`src/rtl/tile_color_mapper.sv`:
```
// rtl/tile_color_mapper.sv - two-stage pixel colour generator: tiles over a gradient background, with hit flash and miss tint.
// The optional lane-divider overlay is enabled by defining LANE_DIVIDER_EN.
module tile_color_mapper #(
  parameter int NUM_TILES    = 4,
  parameter int COORD_W      = 10,
  parameter int HALF_W       = 40,
  parameter int HALF_H       = 30,
  parameter int FLASH_FRAMES = 8,
  parameter int MISS_FRAMES  = 16,
  parameter int LANE_W_LOG2  = 7
) (
  input  logic                         Clk,
  input  logic                         Reset,
  input  logic                         frame_start,
  input  logic                         pixel_valid_in,
  input  logic [COORD_W-1:0]           DrawX,
  input  logic [COORD_W-1:0]           DrawY,
  input  logic [NUM_TILES*COORD_W-1:0] TileX,
  input  logic [NUM_TILES*COORD_W-1:0] TileY,
  input  logic [NUM_TILES-1:0]         tile_valid,
  input  logic [NUM_TILES-1:0]         hit_pulse,
  input  logic                         miss_pulse,
  output logic                         pixel_valid_out,
  output logic [7:0]                   Red,
  output logic [7:0]                   Green,
  output logic [7:0]                   Blue
);

  localparam int CW1 = COORD_W + 1;
  localparam logic [COORD_W:0] HW = CW1'(HALF_W);
  localparam logic [COORD_W:0] HH = CW1'(HALF_H);
`ifdef LANE_DIVIDER_EN
  localparam int DX_W = COORD_W;
`else
  localparam int DX_W = 6;
`endif

  // Elaboration-time guard against out-of-range parameters.
  if (COORD_W < 6 || FLASH_FRAMES < 1 || FLASH_FRAMES > 255 ||
      MISS_FRAMES < 1 || MISS_FRAMES > 255 ||
      LANE_W_LOG2 < 1 || LANE_W_LOG2 > COORD_W) begin : g_bad_params
    $error("tile_color_mapper: illegal parameter value");
  end

  logic [COORD_W-1:0] r_tile_x     [NUM_TILES];
  logic [COORD_W-1:0] r_tile_y     [NUM_TILES];
  logic [NUM_TILES-1:0] r_tile_valid;
  logic [7:0]         r_flash      [NUM_TILES];
  logic [7:0]         r_miss_cnt;

  logic [NUM_TILES-1:0] w_inside;
  logic [NUM_TILES-1:0] w_flash_nz;

  logic [NUM_TILES-1:0] r_s1_hit;
  logic [NUM_TILES-1:0] r_s1_flash;
  logic [DX_W-1:0]      r_s1_drawx;
  logic                 r_s1_miss;
  logic                 r_s1_valid;

  logic                 w_sel_flash;
  logic [5:0]           w_drawx_hi;
  logic [7:0]           w_red;
  logic [7:0]           w_green;
  logic [7:0]           w_blue;

  // Tile positions only change on frame_start so a tile never tears mid-frame.
  always_ff @(posedge Clk) begin
    if (Reset) begin
      r_tile_valid <= '0;
      for (int i = 0; i < NUM_TILES; i++) begin
        r_tile_x[i] <= '0;
        r_tile_y[i] <= '0;
      end
    end else if (frame_start) begin
      r_tile_valid <= tile_valid;
      for (int i = 0; i < NUM_TILES; i++) begin
        r_tile_x[i] <= TileX[i*COORD_W +: COORD_W];
        r_tile_y[i] <= TileY[i*COORD_W +: COORD_W];
      end
    end
  end

  always_ff @(posedge Clk) begin
    if (Reset) begin
      r_miss_cnt <= '0;
    end else if (miss_pulse) begin
      r_miss_cnt <= MISS_FRAMES[7:0];
    end else if (frame_start && r_miss_cnt != 8'd0) begin
      r_miss_cnt <= r_miss_cnt - 8'd1;
    end
  end

  for (genvar g = 0; g < NUM_TILES; g++) begin : g_tile
    logic [COORD_W:0] w_tx;
    logic [COORD_W:0] w_ty;
    logic [COORD_W:0] w_left;
    logic [COORD_W:0] w_right;
    logic [COORD_W:0] w_top;
    logic [COORD_W:0] w_bottom;

    always_ff @(posedge Clk) begin
      if (Reset) begin
        r_flash[g] <= '0;
      end else if (hit_pulse[g]) begin
        r_flash[g] <= FLASH_FRAMES[7:0];
      end else if (frame_start && r_flash[g] != 8'd0) begin
        r_flash[g] <= r_flash[g] - 8'd1;
      end
    end

    // One extra bit keeps the edges from wrapping near 0 and the screen limit.
    assign w_tx     = {1'b0, r_tile_x[g]};
    assign w_ty     = {1'b0, r_tile_y[g]};
    assign w_left   = (w_tx >= HW) ? (w_tx - HW) : '0;
    assign w_right  = w_tx + HW;
    assign w_top    = (w_ty >= HH) ? (w_ty - HH) : '0;
    assign w_bottom = w_ty + HH;

    assign w_inside[g] = r_tile_valid[g] &&
                         ({1'b0, DrawX} >= w_left) && ({1'b0, DrawX} <= w_right) &&
                         ({1'b0, DrawY} >= w_top)  && ({1'b0, DrawY} <= w_bottom);
    assign w_flash_nz[g] = (r_flash[g] != 8'd0);
  end

  always_ff @(posedge Clk) begin
    if (Reset) begin
      r_s1_hit   <= '0;
      r_s1_flash <= '0;
      r_s1_drawx <= '0;
      r_s1_miss  <= 1'b0;
      r_s1_valid <= 1'b0;
    end else begin
      r_s1_hit   <= w_inside;
      r_s1_flash <= w_flash_nz;
      r_s1_drawx <= DrawX[COORD_W-1 -: DX_W];
      r_s1_miss  <= (r_miss_cnt != 8'd0);
      r_s1_valid <= pixel_valid_in;
    end
  end

  // Scanning from the top index down lets the lowest hit tile overwrite last.
  always_comb begin
    w_sel_flash = 1'b0;
    for (int i = NUM_TILES - 1; i >= 0; i--) begin
      if (r_s1_hit[i]) begin
        w_sel_flash = r_s1_flash[i];
      end
    end
  end

  assign w_drawx_hi = r_s1_drawx[DX_W-1 -: 6];

  always_comb begin
    w_red   = r_s1_miss ? 8'h60 : 8'h00;
    w_green = 8'h00;
    w_blue  = 8'h7F - {2'b00, w_drawx_hi};
`ifdef LANE_DIVIDER_EN
    if (r_s1_drawx[LANE_W_LOG2-1:0] == '0 && r_s1_drawx != '0) begin
      w_red   = 8'h40;
      w_green = 8'h40;
      w_blue  = 8'h40;
    end
`endif
    if (|r_s1_hit) begin
      w_red   = w_sel_flash ? 8'hA0 : 8'hFF;
      w_green = w_sel_flash ? 8'hA0 : 8'hFF;
      w_blue  = w_sel_flash ? 8'hA0 : 8'hFF;
    end
  end

  always_ff @(posedge Clk) begin
    if (Reset) begin
      Red             <= '0;
      Green           <= '0;
      Blue            <= '0;
      pixel_valid_out <= 1'b0;
    end else begin
      Red             <= w_red;
      Green           <= w_green;
      Blue            <= w_blue;
      pixel_valid_out <= r_s1_valid;
    end
  end

endmodule

```
`config.mk`:
```
export PLATFORM = sky130hd
export DESIGN_NAME = tile_color_mapper
export DESIGN_NICKNAME = d
export VERILOG_FILES = /design/src/rtl/tile_color_mapper.sv
export SDC_FILE = /design/constraint.sdc
export NUM_CORES = 1
export LEC_CHECK = 0
export ABC_AREA = 1
export BUFFER_PORTS_ARGS = -buffer_cell sky130_fd_sc_hd__buf_2
export CORE_MARGIN = 2
export CORE_UTILIZATION = 40
export DETAILED_ROUTE_END_ITERATION = 16
export GPL_TIMING_DRIVEN = 0
export PLACE_DENSITY = 0.6
export SLEW_MARGIN = 10
export SYNTH_ARGS = -nofsm -noshare
export SYNTH_HDL_FRONTEND = slang
export SYNTH_SLANG_ARGS = --single-unit
```
`constraint.sdc`:
```
create_clock -name Clk -period 3.15 [get_ports Clk]
set_input_delay 0.1575 -clock Clk [delete_from_list [all_inputs] [get_ports Clk]]
set_output_delay 0.1575 -clock Clk [all_outputs]
set_load 0.01 [all_outputs]
```
==> results of run 1 <==
## cell families after synthesis
family	count (synthesis)	synth area share
adder cells (fa/ha/maj)	186	0.180
AND/OR/NAND/NOR	830	0.275
XOR/XNOR	58	0.0392
AO/OA/AOI/OAI	185	0.0788
flip-flops	153	0.323
buffers and inverters	340	0.104
## power by group
group          total, mW  internal, mW  switching (mW)
registers           2.48          2.33           0.145
logic               1.94         0.797            1.14
clock network       1.98          1.11           0.868
total               6.39          4.24            2.15
## synthesized netlist by cell type, drive strengths merged, types with 2 or more instances
master,instances,area share
nand2,387,0.11
inv,311,0.090
nor2,264,0.080
ha,186,0.18
edfxtp,112,0.26
a21oi,92,0.036
nand3,85,0.033
o21ai,64,0.026
xor2,47,0.032
dfxtp,41,0.063
nand4,37,0.019
or2,20,0.0097
buf,17,0.010
nor3,16,0.0066
nand3b,15,0.0087
clkbuf,11,0.0033
xnor2,11,0.0074
o21a,10,0.0060
a21o,8,0.0046
a31oi,6,0.0041
nor4,4,0.0031
a21boi,2,0.0012
## sequential cells by signal, indices dropped and copies added (netlist names), 4 cells and up
signal	cells
Blue	7
Red	4
r_flash	32
r_miss_cnt	8
r_s1_drawx	6
r_s1_flash	4
r_s1_hit	4
r_tile_valid	4
r_tile_x	40
r_tile_y	40
## routing by layer
metal	up-vias	share of wire	track usage
met2	215	0.46	0.326
met3	52	0.040	0.0343
met4	0	0.024	0.0627
li1	6042	-	-
met1	5081	0.48	0.247
met5	-	0	0
## worst min-delay path by stage
stage,endpoint,slack [ns],cells past startpoint
after detailed placement,r_s1_valid,0.37,3
final,r_tile_x[2][4],0.02,3
after global placement,r_s1_valid,0.36,3
after floorplan,r_s1_drawx[0],0.26,2
after CTS,r_tile_y[0][8],0.001,3
after global routing,r_tile_y[1][5],0.01,3
## critical path, cell delays in order, from the launching register on
cell      delay (ns)
edfxtp_1        0.44
inv_1           0.17
ha_1            0.18
inv_1           0.05
a21oi_1         0.20
nand2_1         0.14
nor2_1          0.17
nand2_1         0.24
nand3_1         0.14
ha_1            0.24
nand2_1         0.10
inv_1           0.05
a21oi_1         0.14
nand2_1         0.07
nand2_1         0.06
nand3_1         0.06
nand2_1         0.07
nand2_1         0.05
nand3_1         0.06
nor2_1          0.06
## metrics by stage
stage	hold slack, ns	total power [mW]
after floorplan	0.264	3.90
after global placement	0.362	4.37
after detailed placement	0.369	4.42
after CTS	0.00102	6.47
after global routing	0.0121	6.90
final	0.0169	6.39
## area by class of cell
cell class	count	area (um2)
clock buffer	22	487
timing repair buffer	175	1080
fill	3196	16600
tap	402	503
buffer	28	171
inverter	312	1170
multi-input combinational	1259	7430
sequential	153	4180
clock inverter	10	81.3
==> flow_summary.yaml, run 1 <==
status:
  outcome: "completed"
floorplanning:
  start_util: 0.408
  rows: 65
  core_area_mm2: 0.0317
  dieWidth_um: 184
  io_pins: 138
  dieHeight_um: 184
  die-area_mm2: 0.0338
clocking:
  cts_made_buffers: 17
  cts_tree: "built"
  root_buffer: "clkbuf_16"
  cts_hold_buf: 37
  path_clk_slew_ns: 0.07
  ctsResizeCount: 0
  cts_buffer_depth: 2
  cts_sinks: 153
  htree_levels: 4
  clk_latency_ns: 0.45
  postCtsSetupRepairBufs: 0
worst_setup_path:
  crit_start: "r_tile_x[0][3]"
  crit_fanout: 9
  worstReg2RegEnd: "r_s1_hit[0]"
  crit_type: "reg2reg"
  critical_path.endpoint: "r_s1_hit[0]"
  worstSetupEndpointType: "flip-flop"
  startpoint_type: "flip-flop"
  r2r_setup_slack_ns: 0.36
  reg2reg_from: "r_tile_x[0][3]"
  required_ns: 3.49
  arrival_ns: 3.13
  rr_worst_depth: 19
power_and_ir_drop:
  ir_drop_mv: 0.412
  p_leak_nw: 7.91
  p_per_area_mw_per_mm2: 423
place:
  hpwl_um: 23700
  placed_cell_area_mm2: 0.0142
  dp.cells: 2292
  dp_slack_ns: 0.330
  gp_congestion: 0.866
  io_buffers: 137
final_layout:
  mostFrequentLayoutCell: "nand2_1"
  postLayoutCellArea_mm2: 0.0151
  final_net_count: 2245
  diodes: 0
  postLayoutCoreUtil: 0.476
  layout-drive-gt1-share: 0.122
  final_cells: 2361
  layout_common_cells: "377 x nand2_1, 301 x inv_1, 254 x nor2_1"
  area_delta_synth_final_pct: 16.7
global_routing:
  grt_pass1_wl_um: 51300
  first_global_vias: 10967
  grt_usage: 0.192
  grt_max_degree: 64
  antenna_found_initial: 0
  grt_overflow_total: 0
sta:
  period_share: 0.886
  grt_setup_unrepaired: "no"
  worst_slack_ns: 0.361
  worstMarginPinSlew_ns: 0.914
  skew_ns: 0.0139
  slew_viol_final: 0
  hold_viol: 0
  slew_headroom: 0.391
  period_minus_slack_ns: 2.79
  setup_tns_ns: 0
  fmax_mhz: 358
  setup_viol: 0
job:
  drv_cap: 0
drt:
  wl_um: 31000
  drcViolationCount: 0
  vias: 11390
  vias_per_cell: 4.82
  ant_nets: 0
  first_pass_iters: 5
  wire_per_inst_um: 13.1
  drt_iter0_markers: 570
synth:
  syn_nets: 2051
  seq_area_frac_synth: 0.323
  ys.flop_type: "edfxtp_1"
  syn_avg_cell_area_um2: 7.39
  yosysUniqueCellTypes: 47
  ys_async_sr_fraction: 0
  synth_edf_count: 112
  yosys_register_bits: 153
  synth_warnings: 0
  synthCells: 1752
  syn_area_mm2: 0.0129
min_path:
  hold_start: "TileX[24]"
  hp-class: "in2reg"
No activity file was read; power rests on OpenSTA's default activity.
==> run 2: changes to the inputs <==
Settings changed: CORE_UTILIZATION 40 to 55, PLACE_DENSITY 0.6 to 0.77.
==> run 2 against run 1 <==
- fmax fell by 1.2%
- global-route usage rose by 5.3 points
- critical path depth did not move
- power fell by 0.59%
- sequential share of layout area rose by 0.84 points
- non-clock buffer count fell by 32
- hold slack got worse by 0.0024 ns
- critical endpoint unchanged
- sequential power barely moved
- final area fell by 2.9%
- combinational power barely moved
- clock power barely moved
==> flow_summary.yaml, run 2 (same netlist as run 1, synthesis figures left out) <==
status:
  outcome: "completed"
drt:
  vias_per_cell: 5.15
  wire_per_inst_um: 13.3
  ant_nets: 0
  vias: 11561
  drcViolationCount: 0
  wl_um: 29800
  first_pass_iters: 6
  drt_iter0_markers: 763
worst_setup_path:
  slowest_delay_ns: 0.46
  startpoint_type: "flip-flop"
  worstSetupEndpointType: "flip-flop"
  crit_start: "r_tile_x[0][3]"
  crit_type: "reg2reg"
  arrival_ns: 3.13
  required_ns: 3.46
  worstPathCellList: "inv_1 > ha_1 > inv_1 > a21oi_1 > nand2_1 > nor2_1 > nand2_1 > nand2_1 > ha_1 > nand2_1 > nand2_1 > a21oi_1 > nand2_1 > nand2_1 > nand3_1 > nand2_1 > nand2_1 > nand3_1 > nor2_1"
  slowest_stage: "edfxtp_1"
  crit_top_cell: "nand2_1"
  crit_fanout: 9
  reg2reg_from: "r_tile_x[0][3]"
  r2r_setup_slack_ns: 0.33
clocking:
  root_buffer: "clkbuf_16"
  cts_buffer_depth: 2
  htree_levels: 4
  cts_hold_buf: 5
  cts_sinks: 153
  cts_tree: "built"
  path_clk_slew_ns: 0.07
  ctsResizeCount: 0
  cts_made_buffers: 17
  postCtsSetupRepairBufs: 0
  clk_latency_ns: 0.43
sta:
  skew_ns: 0.0115
  grt_setup_unrepaired: "no"
  slew_viol_final: 0
  setup_viol: 0
  hold_slack_ns: 0.0145
  period_minus_slack_ns: 2.82
  hold_viol: 0
  slew_headroom: 0.571
  worstMarginPinSlew_ns: 0.643
  period_share: 0.896
  fmax_mhz: 354
power_and_ir_drop:
  finalPower_mw: 6.36
  p_seq_frac: 0.390
  p_per_area_mw_per_mm2: 433
  sw_frac_of_total: 0.338
  p_leak_nw: 7.78
  p_int_mw: 4.21
  switchingPower_mw: 2.15
  power_frac_comb: 0.301
  ir_drop_mv: 0.349
  pwr-share-clk: 0.309
place:
  io_buffers: 137
  hpwl_um: 22700
  gp_congestion: 0.868
  placed_cell_area_mm2: 0.0141
min_path:
  hp-class: "in2reg"
  hold_start: "TileY[15]"
global_routing:
  first_global_vias: 10643
  grt_usage: 0.245
  grt_pass1_wl_um: 48300
  antenna_found_initial: 0
  grt_max_degree: 61
  grt_overflow_total: 0
floorplanning:
  core_area_mm2: 0.0233
  die-area_mm2: 0.0248
  start_util: 0.557
  dieWidth_um: 157
  io_pins: 138
  rows: 56
  dieHeight_um: 157
final_layout:
  top_regs: "r_tile_x (40), r_tile_y (40), r_flash (32)"
  postLayoutCoreUtil: 0.631
  area_delta_synth_final_pct: 13.3
  postLayoutCellArea_mm2: 0.0147
  diodes: 0
  layout_common_cells: "377 x nand2_1, 301 x inv_1, 254 x nor2_1"
  final_net_count: 2213
  mostFrequentLayoutCell: "nand2_1"
  fillers: 2066
  layout-drive-gt1-share: 0.124
job:
  drv_cap: 0
[run 2: cell count changes in the layout (fill, tap and decap cells not counted), sizes merged]
cell         previous run  this run
dlygate4sd3            37         5
clkinvlp                3         0
clkinv                  4         5
clkbuf                 33        34
inv                   315       316
[run 2: final timing paths]
check                         to  depth (start not counted)
setup / recovery     r_s1_hit[0]                         19
hold / removal    r_tile_y[1][5]                          3
setup reg to reg     r_s1_hit[0]                         19
hold reg to reg          Blue[3]                          1
[run 2: layout make-up]
type | count | area (um2) | share of cell area
buffer | 28 | 171 | 0.0117
inverter | 312 | 1170 | 0.0800
tap | 319 | 399 | 0.0272
multi-input combinational | 1259 | 7430 | 0.506
clock buffer | 23 | 489 | 0.0334
timing repair buffer | 143 | 763 | 0.0520
clock inverter | 9 | 60.1 | 0.00409
sequential | 153 | 4180 | 0.285
[run 2: worst max-delay path: cells and delay by family (launching register included)]
family	cells	cell delay, ns
and+or+nand+nor	13	1.31
DFF	1	0.46
AOI/OAI and AO/OA	2	0.29
buffers and inverters	2	0.21
adders and majority gates	2	0.45
[run 2: layer usage]
metal | vias up | routed length [um] | GRT usage
met3 | 56 | 1800 | 0.0407
met4 | 0 | 657 | 0.0810
li1 | 5982 | - | -
met2 | 316 | 13700 | 0.413
met1 | 5207 | 13700 | 0.321
met5 | - | 0 | 0
[run 2: through the flow]
step           std cells  setup slack, ns  TNS [ns]
2_1_floorplan       1752            0.590         0
3_3_place_gp        2208           -0.506    -41.79
3_5_place_dp        2209            0.430         0
4_1_cts             2246            0.400         0
5_1_grt             2246           0.0481         0
6_report            2246            0.326         0
[run 2: power groups by stage]
stage               combinational, mW  sequential (mW)  clock [mW]
CTS                              1.91             2.48        1.97
floorplan                        1.42             2.49           0
global placement                 1.80             2.52           0
global route                     2.22             2.50        2.07
finish                           1.92             2.48        1.96
detailed placement               1.89             2.52           0
